**src/rtl/shift_pkg.sv**
```systemverilog
// Shared encodings for the sequential shifter: ALU shift opcodes and FSM states.
package shift_pkg;

  typedef enum logic [1:0] {
    OP_SLL = 2'b00,
    OP_SRL = 2'b01,
    OP_SRA = 2'b10,
    OP_ROR = 2'b11
  } shift_op_e;

  typedef enum logic [1:0] {
    ST_IDLE  = 2'b00,
    ST_SHIFT = 2'b01,
    ST_DONE  = 2'b10
  } shift_state_e;

endpackage

```
**src/rtl/shift1_32.sv**
```systemverilog
// One-bit shift/rotate step; the only datapath operator of the sequential shifter.
module shift1_32
  import shift_pkg::*;
#(
  parameter int WIDTH = 32
) (
  input  logic [WIDTH-1:0] data,
  input  shift_op_e        op,
  output logic [WIDTH-1:0] data_sh
);

  always_comb begin
    data_sh = data;
    case (op)
      OP_SLL:  data_sh = {data[WIDTH-2:0], 1'b0};
      OP_SRL:  data_sh = {1'b0, data[WIDTH-1:1]};
      OP_SRA:  data_sh = {data[WIDTH-1], data[WIDTH-1:1]};
      OP_ROR:  data_sh = {data[0], data[WIDTH-1:1]};
      default: data_sh = data;
    endcase
  end

endmodule

```
**src/rtl/shift_seq32.sv**
```systemverilog
// Multi-cycle shifter: one bit per cycle, fixed latency shamt+1, result held until next start.
//   state    | meaning
//   ST_IDLE  | waiting for start
//   ST_SHIFT | one bit shifted per cycle, count runs down to 1
//   ST_DONE  | done pulse, res valid; start here is accepted back-to-back
module shift_seq32
  import shift_pkg::*;
#(
  parameter int WIDTH = 32,
  parameter int SHW   = 5
) (
  input  logic             clk,
  input  logic             rst,
  input  logic             start,
  input  logic             flush,
  input  logic [1:0]       op,
  input  logic [WIDTH-1:0] B,
  input  logic [SHW-1:0]   shamt,
  output logic             busy,
  output logic             done,
  output logic [WIDTH-1:0] res
);

  shift_state_e     state, state_nxt;
  logic [WIDTH-1:0] data, data_sh, res_nxt;
  logic [SHW-1:0]   count;
  shift_op_e        op_q;
  logic             load, step, res_load;

  shift1_32 #(.WIDTH(WIDTH)) u_shift1 (
    .data    (data),
    .op      (op_q),
    .data_sh (data_sh)
  );

  always_ff @(posedge clk) begin
    if (rst) begin
      state <= ST_IDLE;
      data  <= '0;
      count <= '0;
      op_q  <= OP_SLL;
      res   <= '0;
    end else begin
      state <= state_nxt;
      if (load) begin
        data  <= B;
        count <= shamt;
        op_q  <= shift_op_e'(op);
      end else if (step) begin
        data  <= data_sh;
        count <= count - SHW'(1);
      end
      if (res_load) res <= res_nxt;
    end
  end

  // res is loaded only on the edge into DONE so intermediate values never leak out
  always_comb begin
    state_nxt = state;
    load      = 1'b0;
    step      = 1'b0;
    res_load  = 1'b0;
    res_nxt   = data_sh;
    case (state)
      ST_IDLE, ST_DONE: begin
        state_nxt = ST_IDLE;
        if (!flush && start) begin
          load = 1'b1;
          if (shamt == '0) begin
            state_nxt = ST_DONE;
            res_load  = 1'b1;
            res_nxt   = B;
          end else begin
            state_nxt = ST_SHIFT;
          end
        end
      end
      ST_SHIFT: begin
        if (flush) begin
          state_nxt = ST_IDLE;
        end else begin
          step = 1'b1;
          if (count == SHW'(1)) begin
            state_nxt = ST_DONE;
            res_load  = 1'b1;
          end
        end
      end
      default: state_nxt = ST_IDLE;
    endcase
  end

  assign busy = (state == ST_SHIFT);
  assign done = (state == ST_DONE);

endmodule

```
**config.mk**
```make
export PLATFORM = sky130hd
export DESIGN_NAME = shift_seq32
export DESIGN_NICKNAME = d
export VERILOG_FILES = /design/src/rtl/shift_pkg.sv /design/src/rtl/shift1_32.sv /design/src/rtl/shift_seq32.sv
export SDC_FILE = /design/constraint.sdc
export NUM_CORES = 1
export LEC_CHECK = 0
export ABC_AREA = 1
export BUFFER_PORTS_ARGS = -buffer_cell sky130_fd_sc_hd__buf_2
export CAP_MARGIN = 40
export CELL_PAD_IN_SITES_DETAIL_PLACEMENT = 2
export CELL_PAD_IN_SITES_GLOBAL_PLACEMENT = 2
export CORE_MARGIN = 8
export CORE_UTILIZATION = 33
export CTS_BUF_LIST = sky130_fd_sc_hd__clkbuf_16
export DETAILED_ROUTE_END_ITERATION = 8
export MAX_ROUTING_LAYER = met4
export PLACE_DENSITY_LB_ADDON = 0.1
export REMOVE_ABC_BUFFERS = 1
export SETUP_SLACK_MARGIN = 0.5
export SYNTH_ARGS = -nofsm -noshare
export SYNTH_HDL_FRONTEND = slang
export SYNTH_SLANG_ARGS = --single-unit
```
**constraint.sdc**
```tcl
create_clock -name clk -period 2.94 [get_ports clk]
set_clock_uncertainty 0.15 [all_clocks]
set_input_delay 0.147 -clock clk [delete_from_list [all_inputs] [get_ports clk]]
set_output_delay 0.147 -clock clk [all_outputs]
set_load 0.02 [all_outputs]
```
==> results.py, run 1 <==
metrics = {
    "route": {
        "first_pass_iters": 4,
        "via_per_inst": 4.93,
        "wire_per_inst_um": 16.2,
        "antenna_left": 0,
        "drc": 0,
        "vias": 4134,
        "drt-initial-drc-count": 172,
        "wl_mm": 13.6,
    },
    "critical_path": {
        "path_cells": "dlygate4sd3_1 -> buf_2 -> nor2_1 -> nand2_2 -> nor2_8 -> nand2_8 -> nand2_8 -> inv_6 -> a21oi_1 -> nor2_1",
        "required_ps": 3010,
        "crit_buf_inv": 3,
        "end_kind": "flip-flop",
        "path_class": "in -> reg",
        "cp.arrival_ps": 2100,
        "critPathMaxStageDelay_ps": 530,
        "crit_start": "shamt[1]",
        "start_kind": "input pin",
        "slowest_stage": "dlygate4sd3_1",
        "timing.rr.start": "state[0]",
        "critPathTopFamily": "simple AND/OR/NAND/NOR gates",
        "cp_max_fo": 34,
    },
    "place": {
        "dpl-instance-area_um2": 4540,
        "port_buffers": 76,
        "dp_cells": 811,
        "dp_hpwl_mm": 9.01,
        "gp_congestion": 0.734,
    },
    "global_route": {
        "grt-ovfl-total": 0,
        "grt_pass1_wl_mm": 22.9,
        "grt_pass1_vias": 4665,
        "antenna_found_initial": 0,
        "grt.busiest_layer": "met2",
        "grt_use_met1_pct": 20.7,
        "grt_max_degree": 69,
        "met3_usage_pct": 2.66,
        "use_met2_pct": 30.6,
        "grt_usage_pct": 17.8,
    },
    "floorplan": {
        "dieArea_um2": 16400,
        "ios": 77,
        "core_area_um2": 12500,
        "initial_core_util_pct": 33.3,
        "fp.dieH_um": 128,
        "dieWidth_um": 128,
        "fp-row-count": 41,
    },
    "timing": {
        "layout_min_cycle_time_ps": 2040,
        "worstMarginPinSlew_ps": 712,
        "maxSlewHeadroom_pct": 52.5,
        "rsz0062_at_grt": "false",
        "max_freq_ghz": 0.491,
        "fin_setup_tns_ps": 0,
        "finalCritPeriodShare_pct": 69.3,
        "setup_viol": 0,
        "finalHoldViolCount": 0,
        "drv_slew": 0,
    },
    "finish": {
        "nets": 709,
        "final_cells": 839,
        "area_delta_synth_final_pct": 18.8,
        "diodes": 0,
        "nFillCells": 1491,
        "fin_area_um2": 4930,
        "drive_gt1_share_pct": 21.3,
    },
    "cts": {
        "cts_max_level": 3,
        "clockBufferDepth": 2,
        "cts_sinks": 73,
        "clock_latency_ps": 340,
        "cts_tree": "built",
        "cts_root_buf": "clkbuf_16",
        "cts_setup_buffers": 0,
        "clk_pin_slew_ps": 60,
        "numCtsBuffers": 9,
    },
    "power_and_ir_drop": {
        "leakage_nw": 2.40,
        "fin_total_pwr_mw": 2.46,
        "ir_drop_mv": 0.230,
        "p_per_area_nw_per_um2": 499,
    },
    "synthesis": {
        "syn_area_um2": 4150,
        "synth_cell_type_count": 31,
        "yosysTopAreaCell": "dfxtp_1",
        "ys_async_sr_fraction_pct": 0,
        "yosysWarnings": 0,
        "synth_seq_cells": 73,
        "synth_area_per_cell_um2": 6.95,
        "synth_flop_cell": "dfxtp_1",
        "synth_top_area_share_pct": 35.2,
        "synth.cells.most_frequent": "nand2_1, dfxtp_1, inv_1",
        "synth_edf_count": 0,
        "synthCells": 597,
        "synth_most_common_cell": "nand2_1",
        "synth.area.top_cells": "dfxtp_1, nand2_1, o21ai_1",
        "ys_seq_area_share_pct": 35.2,
    },
    "hold_path": {
        "hold_path_class": "in -> reg",
        "worstHoldStart": "B[9]",
    },
    "status": {
        "status": "complete, no violations",
    },
    "job": {
        "maxCapViolCount": 0,
    },
}
placed cells by master, fill, tap and decap left out, types with 3 or more instances in the layout:
cell type | synthesis | routed
a21oi_1 | 8 | 8
a21oi_2 | 30 | 30
a31oi_1 | 3 | 3
buf_2 | 19 | 76
buf_4 | 2 | 4
clkbuf_16 | 0 | 9
dfxtp_1 | 73 | 73
dlygate4sd3_1 | 0 | 14
inv_1 | 70 | 73
inv_2 | 7 | 8
nand2_1 | 148 | 148
nand2_2 | 3 | 3
nand3_1 | 10 | 10
nand3b_1 | 30 | 30
nor2_1 | 51 | 51
o211ai_1 | 21 | 21
o21ai_0 | 30 | 30
o21ai_1 | 58 | 58
o22ai_1 | 3 | 3
layer usage:
metal,routed length [um],share of wire (%)
met5,0,0
met4,171,1.3
met3,314,2.3
met2,6820,50
met1,6320,46
logic make-up (layout without fill, tap and decap cells):
kind of cell,after synthesis,in the layout,share of synthesized area [%]
xor gates and xnor gates,1,1,0.211
and+or+nand+nor,249,249,27.7
AOI/OAI and AO/OA,153,153,22.6
adders and majority gates,2,2,0.603
DFF,73,73,35.2
buffers and inverters,119,189,13.6
stage by stage:
| step | utilization [%] | worst slack [ps] | hold slack, ps |
|---|---|---|---|
| 5_1_grt | 39.5 | 738 | 34.6 |
| 2_1_floorplan | - | 682 | 66.1 |
| 3_5_place_dp | 36.4 | 915 | 300 |
| 6_report | 39.5 | 902 | 5.09 |
| 4_1_cts | 39.5 | 851 | 0.260 |
| 3_3_place_gp | 36.4 | 1010 | 294 |
worst paths after layout:
check | cells past startpoint | slack (ps) | to
min | 5 | 5 | data[9]
min reg2reg | 2 | 350 | res[31]
max reg2reg | 7 | 960 | res[17]
max | 10 | 900 | res[27]
worst reg2reg max path, delay by kind of cell, from the launching register on:
family / cells / cell delay, ps
flops: 1 / 350
compound gates: 1 / 180
buf+inv: 3 / 790
simple gates: 3 / 400
layout make-up:
class	count	area (um2)	area share, %
Multi-Input combinational cell	405	2130	43.1
Sequential cell	73	1460	29.7
Timing Repair Buffer	95	571	11.6
Inverter	80	309	6.27
Clock buffer	9	225	4.57
Tap cell	172	215	4.37
Clock inverter	5	20.0	0.406
state kept, by name, summed over array words and instances (netlist names):
register  cells
count         5
res          32
data         32
op_q          2
state         2
report_power, final:
| group | internal (mW) | total (mW) | switching, mW | leakage (nW) |
|---|---|---|---|---|
| combinational | 0.152 | 0.431 | 0.280 | 1.68 |
| sequential | 1.03 | 1.06 | 0.0295 | 0.593 |
| clock | 0.548 | 0.968 | 0.419 | 0.136 |
| total | 1.73 | 2.46 | 0.729 | 2.40 |
timing repair:
item | in CTS | in global routing
hold buffers | 14 | 0
resized for setup | 0 | 0
endpoints found under the hold margin | 17 | 0
(Power assumes the default switching activity.)
==> run 2: changes to the inputs <==
--- a/config.mk
+++ b/config.mk
@@ -5,13 +5,13 @@
 export SDC_FILE = /design/constraint.sdc
 export NUM_CORES = 1
 export LEC_CHECK = 0
-export ABC_AREA = 1
+export ABC_AREA = 0
 export BUFFER_PORTS_ARGS = -buffer_cell sky130_fd_sc_hd__buf_2
 export CAP_MARGIN = 40
 export CELL_PAD_IN_SITES_DETAIL_PLACEMENT = 2
 export CELL_PAD_IN_SITES_GLOBAL_PLACEMENT = 2
 export CORE_MARGIN = 8
-export CORE_UTILIZATION = 33
+export CORE_UTILIZATION = 30
 export CTS_BUF_LIST = sky130_fd_sc_hd__clkbuf_16
 export DETAILED_ROUTE_END_ITERATION = 8
 export MAX_ROUTING_LAYER = met4
==> constraint.sdc (replaced) <==
create_clock -name clk -period 1.67 [get_ports clk]
set_clock_uncertainty 0.15 [all_clocks]
set_input_delay 0.0835 -clock clk [delete_from_list [all_inputs] [get_ports clk]]
set_output_delay 0.0835 -clock clk [all_outputs]
set_load 0.02 [all_outputs]
==> run 2 against run 1 <==
Against the previous run: the flow now finishes with violations (negative setup slack); area after synthesis fell by 15%; worst setup slack got worse by 1200 ps; final cell count is 20% lower; cell area grew 33%; sequential share of layout area shrank 7.2 points; power increased by 100%; combinational power rose to 2.8 times the previous value; clock power is 92% higher; hold slack gained 61 ps.
==> results.py, run 2 <==
metrics = {
    "status": {
        "status": "finished with violations",
        "violations": "negative setup slack",
    },
    "floorplan": {
        "core_area_um2": 11500,
        "fp-row-count": 39,
        "dieWidth_um": 124,
        "dieArea_um2": 15500,
        "initial_core_util_pct": 30.8,
        "ios": 77,
        "fp.dieH_um": 124,
    },
    "synthesis": {
        "synth_most_common_cell": "dfxtp_1",
        "synth.cells.most_frequent": "dfxtp_1, a21oi_1, a22oi_1, mux2i_1, nand2_1",
        "synthCells": 347,
        "ys_seq_area_share_pct": 41.4,
        "synth_edf_count": 0,
        "synth_seq_cells": 73,
        "syn_area_um2": 3530,
        "synth.area.top_cells": "dfxtp_1, mux2_2, mux2i_1",
        "ys_async_sr_fraction_pct": 0,
        "synth_cell_type_count": 41,
        "synth_top_area_share_pct": 41.4,
        "synth_area_per_cell_um2": 10.2,
        "yosysTopAreaCell": "dfxtp_1",
        "synth_flop_cell": "dfxtp_1",
        "yosysWarnings": 0,
    },
    "finish": {
        "final_cell_mix": "dfxtp_1, buf_2, dlygate4sd3_1",
        "diodes": 0,
        "drive_gt1_share_pct": 62.6,
        "top_regs": "data: 32 flops, res: 32 flops, count: 5 flops",
        "nets": 571,
        "nFillCells": 1049,
        "fin_area_um2": 6550,
        "area_delta_synth_final_pct": 85.4,
        "final_common_cell": "dfxtp_1",
        "final_cells": 673,
    },
    "critical_path": {
        "rr_worst_depth": 7,
        "end_kind": "flip-flop",
        "start_kind": "flip-flop",
        "critPathTopFamily": "simple AND/OR/NAND/NOR gates",
        "required_ps": 1780,
        "crit_buf_inv": 2,
        "cp.arrival_ps": 2120,
        "path_class": "reg -> reg",
        "path_cells": "inv_2 -> ha_4 -> or4b_4 -> nor2_8 -> o21ai_4 -> buf_12 -> o2bb2ai_1",
        "cp_max_fo": 11,
        "cp_num_cells": 7,
        "critPathMaxStageDelay_ps": 500,
        "slowest_stage": "or4b_4",
    },
    "route": {
        "via_per_inst": 5.52,
        "drt-initial-drc-count": 215,
        "wl_mm": 20.1,
        "antenna_left": 0,
        "first_pass_iters": 4,
        "drc": 0,
        "wire_per_inst_um": 29.8,
        "vias": 3713,
    },
    "global_route": {
        "grt_usage_pct": 21.6,
        "antenna_found_initial": 0,
        "grt-ovfl-total": 0,
        "grt_pass1_wl_mm": 25.4,
        "grt_pass1_vias": 4114,
        "grt_max_degree": 25,
    },
    "power_and_ir_drop": {
        "p_per_area_nw_per_um2": 752,
        "ir_drop_mv": 0.756,
        "leakage_nw": 2.81,
    },
    "place": {
        "place_ws_ps": -193,
        "dp_hpwl_mm": 8.48,
        "dpl-instance-area_um2": 4270,
        "gp_congestion": 0.709,
        "dp_cells": 567,
        "port_buffers": 76,
    },
    "timing": {
        "maxSlewHeadroom_pct": 71.7,
        "finalCritPeriodShare_pct": 120,
        "drv_slew": 0,
        "fin_setup_tns_ps": -12180,
        "hold_slack_ps": 66.4,
        "finalHoldViolCount": 0,
        "worstMarginPinSlew_ps": 423,
        "setup_viol": 73,
        "layout_min_cycle_time_ps": 2010,
        "final.setup.worst_slack_ps": -341,
        "rsz0062_at_grt": "true",
        "max_freq_ghz": 0.497,
    },
    "hold_path": {
        "hold_path_class": "in -> reg",
        "whs_path_depth": 4,
    },
    "cts": {
        "cts_tree": "built",
        "cts_sinks": 73,
        "cts_max_level": 3,
        "cts_root_buf": "clkbuf_16",
        "clk_pin_slew_ps": 60,
        "numCtsBuffers": 9,
        "clockBufferDepth": 2,
        "clock_latency_ps": 360,
    },
    "job": {
        "maxCapViolCount": 0,
    },
}
-- run 2: per-layer routing --
metal / part of all wire (%) / global-route usage, % / up-vias
met5: 0 / - / -
met4: 3.1 / 6.45 / 0
met3: 3.3 / 4.30 / 34
met2: 53 / 39.1 / 107
met1: 41 / 23.2 / 1906
li1: - / - / 1666
-- run 2: path summary, 6_finish.rpt --
check            from        to  slack (ps)
max          count[1]    res[7]        -340
min          shamt[4]  state[0]          70
max reg2reg  count[1]    res[7]        -340
min reg2reg   res[11]   res[11]         310
-- run 2: timing repair --
item / CTS / global route
setup endpoints to repair: 75 / 79
gates resized for setup: 140 / 79
endpoints found under the hold margin: 71 / 0
pin swaps: 37 / 35
gates cloned: 8 / 6
buffers inserted: 25 / 13
hold buffers: 39 / 0
-- run 2: final cells by class --
class	instances	area [um2]	share of cell area (%)
Clock inverter	6	36.3	0.554
Tap cell	143	179	2.73
Timing Repair Buffer	195	1980	30.2
Multi-Input combinational cell	240	2630	40.2
Clock buffer	9	225	3.44
Inverter	7	26.3	0.401
Sequential cell	73	1470	22.5
-- run 2: logic make-up (layout without fill, tap and decap cells) --
| family | count (synthesis) | after routing | synth area share, % |
|---|---|---|---|
| flip-flops | 73 | 73 | 41.4 |
| buffers and inverters | 35 | 217 | 5.49 |
| AO/OA/AOI/OAI | 113 | 113 | 24.0 |
| adder cells (fa/ha/maj) | 2 | 2 | 0.709 |
| multiplexers | 63 | 63 | 19.0 |
| AND/OR/NAND/NOR | 61 | 62 | 9.43 |
-- run 2: through the flow --
stage	util (%)	power [mW]
detailed placement	37.3	2.42
CTS	52.0	4.63
global placement	37.3	2.41
global route	57.1	5.04
finish	57.1	4.92
floorplan	-	2.15
-- run 2: worst register-to-register path: cells and delay by family (launching register included) --
family	cells	cell delay, ps
and+or+nand+nor	2	690
AOI/OAI and AO/OA	2	350
DFF	1	330
adders and majority gates	1	130
buffers and inverters	2	270
-- run 2: power by group --
part / total (mW) / internal (mW) / leakage, nW / switching, mW
logic: 1.20 / 0.637 / 2.09 / 0.566
clock network: 1.86 / 0.989 / 0.121 / 0.872
registers: 1.86 / 1.79 / 0.595 / 0.0657
